[config.mk]
export PLATFORM = sky130hd
export DESIGN_NAME = coord_cmd_writer_flat
export DESIGN_NICKNAME = d
export VERILOG_FILES = /design/src/rtl/coord_pkg.sv /design/src/rtl/coord_cmd_writer_if.sv /design/src/rtl/coord_cmd_writer.sv /design/src/flat_wrapper.sv
export SDC_FILE = /design/constraint.sdc
export NUM_CORES = 1
export LEC_CHECK = 0
export ABC_AREA = 1
export CAP_MARGIN = 5
export CORE_ASPECT_RATIO = 1.25
export CORE_MARGIN = 2
export CORE_UTILIZATION = 65
export CTS_BUF_LIST = sky130_fd_sc_hd__clkbuf_8
export CTS_CLUSTER_DIAMETER = 50
export DETAILED_ROUTE_END_ITERATION = 12
export DONT_BUFFER_PORTS = 1
export GPL_TIMING_DRIVEN = 0
export HOLD_SLACK_MARGIN = 0.12
export PLACE_DENSITY = 0.81
export REMOVE_ABC_BUFFERS = 1
export SETUP_SLACK_MARGIN = 0.05
export SYNTH_ARGS = -nofsm -noshare
export SYNTH_HDL_FRONTEND = slang
export SYNTH_SLANG_ARGS = --single-unit
[constraint.sdc]
create_clock -name clk -period 2.33 [get_ports clk]
set_input_delay 0.233 -clock clk [delete_from_list [all_inputs] [get_ports clk]]
set_output_delay 0.233 -clock clk [all_outputs]
set_load 0.05 [all_outputs]
[src/rtl/coord_pkg.sv]
// Shared definitions for the coordinate-control command bus: command codes,
// operand widths, command ordering and the controller's power-on view.
package coord_pkg;

  localparam int unsigned OP_W       = 13;
  localparam int unsigned CTRL_W     = 3;
  localparam int unsigned INC_COL_W  = 10;
  localparam int unsigned INC_ROW_W  = 8;
  localparam int unsigned NUM_CMDS   = 6;
  localparam int unsigned IDX_W      = 3;

  localparam logic [CTRL_W-1:0] CTRL_SPIN          = 3'b000;
  localparam logic [CTRL_W-1:0] CTRL_SET_LEFT      = 3'b001;
  localparam logic [CTRL_W-1:0] CTRL_SET_TOP       = 3'b010;
  localparam logic [CTRL_W-1:0] CTRL_NONE          = 3'b011;
  localparam logic [CTRL_W-1:0] CTRL_SET_INC_COL_X = 3'b100;
  localparam logic [CTRL_W-1:0] CTRL_SET_INC_COL_Y = 3'b101;
  localparam logic [CTRL_W-1:0] CTRL_SET_INC_ROW_X = 3'b110;
  localparam logic [CTRL_W-1:0] CTRL_SET_INC_ROW_Y = 3'b111;

  // Controller defaults expressed as transmitted operands (left=-11<<(BITS-5), top=13<<(BITS-6))
  localparam logic [OP_W-1:0] DEF_OP_LEFT      = 13'h1500;
  localparam logic [OP_W-1:0] DEF_OP_TOP       = 13'h0680;
  localparam logic [OP_W-1:0] DEF_OP_INC_COL_X = 13'h00F0;
  localparam logic [OP_W-1:0] DEF_OP_INC_COL_Y = 13'h0000;
  localparam logic [OP_W-1:0] DEF_OP_INC_ROW_X = 13'h0000;
  localparam logic [OP_W-1:0] DEF_OP_INC_ROW_Y = 13'h1FCD;

  typedef enum logic [IDX_W-1:0] {
    IDX_LEFT      = 3'd0,
    IDX_TOP       = 3'd1,
    IDX_INC_COL_X = 3'd2,
    IDX_INC_COL_Y = 3'd3,
    IDX_INC_ROW_X = 3'd4,
    IDX_INC_ROW_Y = 3'd5
  } cmd_idx_e;

  function automatic logic [CTRL_W-1:0] idx_to_ctrl(input logic [IDX_W-1:0] idx);
    logic [CTRL_W-1:0] c;
    c = CTRL_NONE;
    case (idx)
      IDX_LEFT:      c = CTRL_SET_LEFT;
      IDX_TOP:       c = CTRL_SET_TOP;
      IDX_INC_COL_X: c = CTRL_SET_INC_COL_X;
      IDX_INC_COL_Y: c = CTRL_SET_INC_COL_Y;
      IDX_INC_ROW_X: c = CTRL_SET_INC_ROW_X;
      IDX_INC_ROW_Y: c = CTRL_SET_INC_ROW_Y;
      default:       c = CTRL_NONE;
    endcase
    return c;
  endfunction

endpackage

[src/rtl/coord_cmd_writer_if.sv]
// Request/command bus between the host register front-end, the command
// writer and the coordinate controller.
interface coord_cmd_if
  import coord_pkg::*;
#(
  parameter int unsigned BITS = 16
);
  logic                 blank;
  logic                 req_valid;
  logic                 req_ready;
  logic [BITS-1:0]      left;
  logic [BITS-1:0]      top;
  logic [INC_COL_W-1:0] inc_col_x;
  logic [INC_COL_W-1:0] inc_col_y;
  logic [INC_ROW_W-1:0] inc_row_x;
  logic [INC_ROW_W-1:0] inc_row_y;
  logic [CTRL_W-1:0]    ctrl;
  logic [OP_W-1:0]      value;
  logic                 busy;
  logic                 done;

  modport master (
    output blank, req_valid, left, top, inc_col_x, inc_col_y, inc_row_x, inc_row_y,
    input  req_ready, ctrl, value, busy, done
  );

  modport slave (
    input  blank, req_valid, left, top, inc_col_x, inc_col_y, inc_row_x, inc_row_y,
    output req_ready, ctrl, value, busy, done
  );
endinterface

[src/rtl/coord_cmd_writer.sv]
// Writes a captured view to the coordinate controller as (ctrl, value) commands
// during blanking only. Optional COORD_CMD_SKIP_EN skips operands already written.
module coord_cmd_writer
  import coord_pkg::*;
#(
  parameter int unsigned BITS = 16
) (
  input  logic        clk,
  input  logic        rst_n,
  coord_cmd_if.slave  cmd_bus
);

  typedef enum logic [1:0] {
    ST_IDLE  = 2'd0,
    ST_WAIT  = 2'd1,
    ST_ISSUE = 2'd2
  } state_e;

  localparam logic [NUM_CMDS-1:0] ALL_CMDS = '1;

  state_e              state_q;
  logic [IDX_W-1:0]    idx_q;
  logic [CTRL_W-1:0]   ctrl_q;
  logic [OP_W-1:0]     value_q;
  logic                busy_q;
  logic                done_q;
  logic                ready_q;
  logic [OP_W-1:0]     op_q [NUM_CMDS];

  logic [NUM_CMDS-1:0] mismatch;
  logic [NUM_CMDS-1:0] pend;
  logic [NUM_CMDS-1:0] rest;
  logic [IDX_W-1:0]    sel_idx;
  logic                sel_found;
  logic                sel_last;
  logic                issue_en;

  function automatic logic [OP_W-1:0] fmt_coord(input logic [BITS-1:0] c);
    return c[BITS-1 -: OP_W];
  endfunction

  function automatic logic [OP_W-1:0] fmt_inc_col(input logic [INC_COL_W-1:0] v);
    return {{(OP_W-INC_COL_W){v[INC_COL_W-1]}}, v};
  endfunction

  function automatic logic [OP_W-1:0] fmt_inc_row(input logic [INC_ROW_W-1:0] v);
    return {{(OP_W-INC_ROW_W){v[INC_ROW_W-1]}}, v};
  endfunction

`ifdef COORD_CMD_SKIP_EN
  logic [OP_W-1:0] shadow_q [NUM_CMDS];

  always_comb begin
    mismatch = '0;
    for (int i = 0; i < int'(NUM_CMDS); i++) begin
      mismatch[i] = (op_q[i] != shadow_q[i]);
    end
  end

  // Shadow mirrors what the controller currently holds
  always_ff @(posedge clk or negedge rst_n) begin
    if (!rst_n) begin
      shadow_q[IDX_LEFT]      <= DEF_OP_LEFT;
      shadow_q[IDX_TOP]       <= DEF_OP_TOP;
      shadow_q[IDX_INC_COL_X] <= DEF_OP_INC_COL_X;
      shadow_q[IDX_INC_COL_Y] <= DEF_OP_INC_COL_Y;
      shadow_q[IDX_INC_ROW_X] <= DEF_OP_INC_ROW_X;
      shadow_q[IDX_INC_ROW_Y] <= DEF_OP_INC_ROW_Y;
    end else if (issue_en) begin
      shadow_q[sel_idx] <= op_q[sel_idx];
    end
  end
`else
  assign mismatch = ALL_CMDS;
`endif

  // Next command to send: lowest pending index at or above idx_q
  always_comb begin
    pend      = mismatch & (ALL_CMDS << idx_q);
    sel_idx   = '0;
    sel_found = 1'b0;
    for (int i = int'(NUM_CMDS) - 1; i >= 0; i--) begin
      if (pend[i]) begin
        sel_idx   = IDX_W'(i);
        sel_found = 1'b1;
      end
    end
    rest          = pend;
    rest[sel_idx] = 1'b0;
    sel_last      = (rest == '0);
    issue_en      = (state_q != ST_IDLE) && cmd_bus.blank && sel_found;
  end

  always_ff @(posedge clk or negedge rst_n) begin
    if (!rst_n) begin
      state_q <= ST_IDLE;
      idx_q   <= '0;
      ctrl_q  <= CTRL_NONE;
      value_q <= '0;
      busy_q  <= 1'b0;
      done_q  <= 1'b0;
      ready_q <= 1'b1;
      for (int i = 0; i < int'(NUM_CMDS); i++) begin
        op_q[i] <= '0;
      end
    end else begin
      ctrl_q <= CTRL_NONE;
      done_q <= 1'b0;
      case (state_q)
        ST_IDLE: begin
          if (cmd_bus.req_valid && ready_q) begin
            op_q[IDX_LEFT]      <= fmt_coord(cmd_bus.left);
            op_q[IDX_TOP]       <= fmt_coord(cmd_bus.top);
            op_q[IDX_INC_COL_X] <= fmt_inc_col(cmd_bus.inc_col_x);
            op_q[IDX_INC_COL_Y] <= fmt_inc_col(cmd_bus.inc_col_y);
            op_q[IDX_INC_ROW_X] <= fmt_inc_row(cmd_bus.inc_row_x);
            op_q[IDX_INC_ROW_Y] <= fmt_inc_row(cmd_bus.inc_row_y);
            idx_q   <= '0;
            busy_q  <= 1'b1;
            ready_q <= 1'b0;
            state_q <= ST_WAIT;
          end
        end
        ST_WAIT, ST_ISSUE: begin
          if (!cmd_bus.blank) begin
            // Active video: abandon the partial write and restart from LEFT
            idx_q   <= '0;
            state_q <= ST_WAIT;
          end else begin
            if (sel_found) begin
              ctrl_q  <= idx_to_ctrl(sel_idx);
              value_q <= op_q[sel_idx];
              idx_q   <= sel_idx + IDX_W'(1);
            end
            if (!sel_found || sel_last) begin
              done_q  <= 1'b1;
              busy_q  <= 1'b0;
              ready_q <= 1'b1;
              idx_q   <= '0;
              state_q <= ST_IDLE;
            end else begin
              state_q <= ST_ISSUE;
            end
          end
        end
        default: state_q <= ST_IDLE;
      endcase
    end
  end

  assign cmd_bus.ctrl      = ctrl_q;
  assign cmd_bus.value     = value_q;
  assign cmd_bus.busy      = busy_q;
  assign cmd_bus.done      = done_q;
  assign cmd_bus.req_ready = ready_q;

endmodule

[src/flat_wrapper.sv]
// flat-port wrapper written by rule: the top's interface ports become plain ports
module coord_cmd_writer_flat import coord_pkg::*;
#(
  parameter int unsigned BITS = 16
)
  (clk, rst_n, cmd_bus_blank, cmd_bus_req_valid, cmd_bus_left, cmd_bus_top, cmd_bus_inc_col_x, cmd_bus_inc_col_y, cmd_bus_inc_row_x, cmd_bus_inc_row_y, cmd_bus_req_ready, cmd_bus_ctrl, cmd_bus_value, cmd_bus_busy, cmd_bus_done);
  coord_cmd_if #(.BITS(BITS)) cmd_bus_i ();
  input  logic clk;
  input  logic rst_n;
  input wire logic [$bits(cmd_bus_i.blank)-1:0] cmd_bus_blank;
  input wire logic [$bits(cmd_bus_i.req_valid)-1:0] cmd_bus_req_valid;
  input wire logic [$bits(cmd_bus_i.left)-1:0] cmd_bus_left;
  input wire logic [$bits(cmd_bus_i.top)-1:0] cmd_bus_top;
  input wire logic [$bits(cmd_bus_i.inc_col_x)-1:0] cmd_bus_inc_col_x;
  input wire logic [$bits(cmd_bus_i.inc_col_y)-1:0] cmd_bus_inc_col_y;
  input wire logic [$bits(cmd_bus_i.inc_row_x)-1:0] cmd_bus_inc_row_x;
  input wire logic [$bits(cmd_bus_i.inc_row_y)-1:0] cmd_bus_inc_row_y;
  output wire logic [$bits(cmd_bus_i.req_ready)-1:0] cmd_bus_req_ready;
  output wire logic [$bits(cmd_bus_i.ctrl)-1:0] cmd_bus_ctrl;
  output wire logic [$bits(cmd_bus_i.value)-1:0] cmd_bus_value;
  output wire logic [$bits(cmd_bus_i.busy)-1:0] cmd_bus_busy;
  output wire logic [$bits(cmd_bus_i.done)-1:0] cmd_bus_done;
  assign cmd_bus_i.blank = cmd_bus_blank;
  assign cmd_bus_i.req_valid = cmd_bus_req_valid;
  assign cmd_bus_i.left = cmd_bus_left;
  assign cmd_bus_i.top = cmd_bus_top;
  assign cmd_bus_i.inc_col_x = cmd_bus_inc_col_x;
  assign cmd_bus_i.inc_col_y = cmd_bus_inc_col_y;
  assign cmd_bus_i.inc_row_x = cmd_bus_inc_row_x;
  assign cmd_bus_i.inc_row_y = cmd_bus_inc_row_y;
  assign cmd_bus_req_ready = cmd_bus_i.req_ready;
  assign cmd_bus_ctrl = cmd_bus_i.ctrl;
  assign cmd_bus_value = cmd_bus_i.value;
  assign cmd_bus_busy = cmd_bus_i.busy;
  assign cmd_bus_done = cmd_bus_i.done;
  coord_cmd_writer #(.BITS(BITS)) u_core (.clk(clk), .rst_n(rst_n), .cmd_bus(cmd_bus_i));
endmodule
==> results.md <==
* Synth Flop Type: dfrtp_1
* Port bufs at 0
* First-pass GRT wire length at 16940 um
* Avg WL per Cell at 18.35 um
* Total power draw at 5.485 mW
* Least-Margin Pin Slew at between 0.6 and 0.7 ns
* Total global-route track usage at 0.3277
* Number of enable flip-flop cells after synthesis at 0
* RePlAce Congestion at 0.8441
* Via/cell ratio at 5.814
* Die H at 92.58 um
* # IOs at 91
* Maximum vdd drop at 0.6494 mV
* Starting Density at 0.6661
* Largest net degree at the start of global routing at 87
* Yosys top cell by area: dfrtp_1
* Core area at 6126 um2
* Slowest cell delay on critical path at 0.47 ns
* Cts bufs inserted at 9
* Synth cell count leaders: dfrtp_1 (83), nand2_1 (78), nor2_1 (46), mux2_2 (40), inv_1 (38)
* Achievable clock frequency at 446.1 MHz
* Endpoints failing setup at 0
* Hold/Removal Path Class: in2reg
* Data required, critical path at around 2.6 ns
* Fraction of final layout cells sized beyond drive strength 1 at 0.1936
* Status: finished clean
* Sequential share of the synthesized area at 0.5284
* Tcrit/Tclk final at 0.9620
* Final antenna-violating net count at 0
* CTS tree: built
* CP max-delay cell: dfrtp_2
* RSZ-0062 raised after global routing: true
* Top post-synthesis cells by area: dfrtp_1 (51%), mux2_2 (11%), nand2_1 (7.2%)
* Full die area at 6931 um2
* Clk sinks at 86
* Post-synthesis cell type count at 30
* Slew Viols, Final at 0
* Syn Inst Count at 424
* CP startpoint kind: flop
* Multi-input gate area at around 1700 um2
* Reg clk slew, reported paths at 0.09 ns
* DRT Pass-1 Iters at 5
* Synth-to-Final Area Change at 26.07%
* CP bufs+invs at 2
* Leak at 2.561 nW
* DP Wirelength at 5505 um
* Later-pin clock latency in the skew report at 0.36 ns
* Slew headroom at 0.5771
* Initial antenna violation count at 0
* Synth Cell Area at 4080 um2
* Vias at ~3400
* Crit. End Element: flop
* Vias in the first global route at 3484
* Final hold violations at 0
* Kind of critical path: reg2reg
* GR Overflow Total at 0
* Final wirelength at 10750 um
* Row cnt at 32
* Syn Area/Cell at ~9.6 um2
* Worst Path Arrival at 2.53 ns
* R2R setup slack at around 0.089 ns
* Top cell type's share of synthesized area at 0.5090
* Place WS at -0.5644 ns
* Drt initial violations at between 300 and 400
* Register bit total from synthesis at 86
* Ys async rst share at 1.000
* H-tree depth at 3
* Cell with the most instances after synthesis: dfrtp_1
* Post-route DRC at 0
* Clk buf depth at 2
* Antenna Cells at 0
* PwrDens at 1066 nW/um2
* Storage element area at between 2000 and 2500 um2
* Yosys Warn Count at 0
* Family with the most delay on the worst path: simple AND/OR/NAND/NOR gates
* Clock skew at 0.01032 ns
* Critical path cell sequence: buf_4 > ha_1 > inv_1 > nand3_2 > nand2_2 > nand2_8 > nor2_4 > nand2_1 > o21ai_0 > nor2_1 > o21ai_1
* Final min period at 2.241 ns
* Maxcap violations at 0
* Crit-path max FO at 21
* Final #Nets at 578
* Clk root buf: clkbuf_8
* Final WS setup at 0.08857 ns
* Die W at 74.87 um
* Fillers at 314
[final cells by class]
cell class / count / area share
Sequential cell: 86 / 0.4196
Multi-Input combinational cell: 280 / 0.3325
Timing Repair Buffer: 78 / 0.1557
Inverter: 41 / 0.03138
Clock buffer: 10 / 0.02676
Tap cell: 85 / 0.02068
Clock inverter: 6 / 0.01338
[power by group]
group | internal [mW] | switching, mW | leakage (nW)
Sequential | 1.68 | 0.615 | 1.04
Combinational | 0.702 | 1.39 | 1.41
Clock | 0.532 | 0.564 | 0.103
Total | 2.92 | 2.57 | 2.56
[routing by layer]
layer | track usage | vias to the layer above | routed length, um
met5 | 0 | - | 0
met4 | 0.1265 | 0 | 346
met3 | 0.07399 | 35 | 680
met2 | 0.5497 | 169 | 5769
met1 | 0.4040 | 1681 | 3954
li1 | - | 1522 | -
[placed cells by master (no fill, tap or decap), drive strengths merged]
| cell type | count |
|---|---|
| dfrtp | 83 |
| nor2 | 49 |
| mux2 | 40 |
| nand2 | 83 |
| xor2 | 1 |
| o21bai | 1 |
| a21oi | 39 |
| inv | 41 |
| a22oi | 3 |
| ha | 10 |
| clkinv | 3 |
| nand4 | 6 |
| dfstp | 3 |
| o21ai | 28 |
| nand3 | 19 |
| bufinv | 1 |
| o211ai | 1 |
| dlygate4sd3 | 65 |
| clkbuf | 10 |
| clkinvlp | 2 |
| buf | 13 |
[worst register-to-register path: stages, from the launching register on]
cell and delay [ns]:
dfrtp_2 0.47, buf_4 0.16, ha_1 0.17, inv_1 0.09
nand3_2 0.09, nand2_2 0.15, nand2_8 0.16, nor2_4 0.41
nand2_1 0.12, o21ai_0 0.13, nor2_1 0.06, o21ai_1 0.14
[stage by stage]
step	area [um2]	utilization	std cells	setup TNS (ns)	hold WS, ns
4_1_cts	5061	0.8262	579	0	0.1689
2_1_floorplan	3969	-	406	-56.03	-0.06259
6_report	5144	0.8397	586	0	0.1739
3_5_place_dp	4115	0.6718	492	-4.816	-0.05909
5_1_grt	5144	0.8397	586	0	0.1980
3_3_place_gp	4075	0.6652	491	-115.26	-0.06005
[logic make-up after synthesis]
kind of cell    after synthesis  share of synthesized area
simple gates                156                     0.1653
buf+inv                      59                    0.06532
mux                          40                     0.1104
xor+xnor                      1                   0.002147
flops                        86                     0.5284
compound gates               72                    0.09783
fa+ha+maj                    10                    0.03067
[sequential cells by signal, indices dropped and copies added (netlist names)]
| signal | flops |
|---|---|
| u_core.cmd_bus.busy | 1 |
| u_core.state_q | 2 |
| u_core.idx_q | 3 |
| u_core.cmd_bus.req_ready | 1 |
| u_core.op_q | 62 |
| u_core.cmd_bus.ctrl | 3 |
| u_core.cmd_bus.value | 13 |
| u_core.cmd_bus.done | 1 |
[path summary, 6_finish.rpt]
kind,from,depth (start not counted),endpoint
max,u_core.idx_q[2],11,u_core.cmd_bus.value[2]
min,cmd_bus_blank,3,u_core.state_q[0]
max reg2reg,u_core.idx_q[2],11,u_core.cmd_bus.value[2]
min reg2reg,u_core.op_q[28],1,u_core.op_q[28]
max in group asynchronous,rst_n,2,u_core.cmd_bus.ctrl[1]
min in group asynchronous,rst_n,2,u_core.cmd_bus.ctrl[2]
[what timing repair did]
item | 4_1_cts | 5_1_grt
hold buffers | 66 | 0
setup endpoints to repair | 13 | 15
setup buffers | 4 | 7
pin swaps | 2 | 1
gates cloned | 1 | 0
gates resized for setup | 6 | 6
endpoints found under the hold margin | 151 | 0
(Power assumes the default switching activity.)
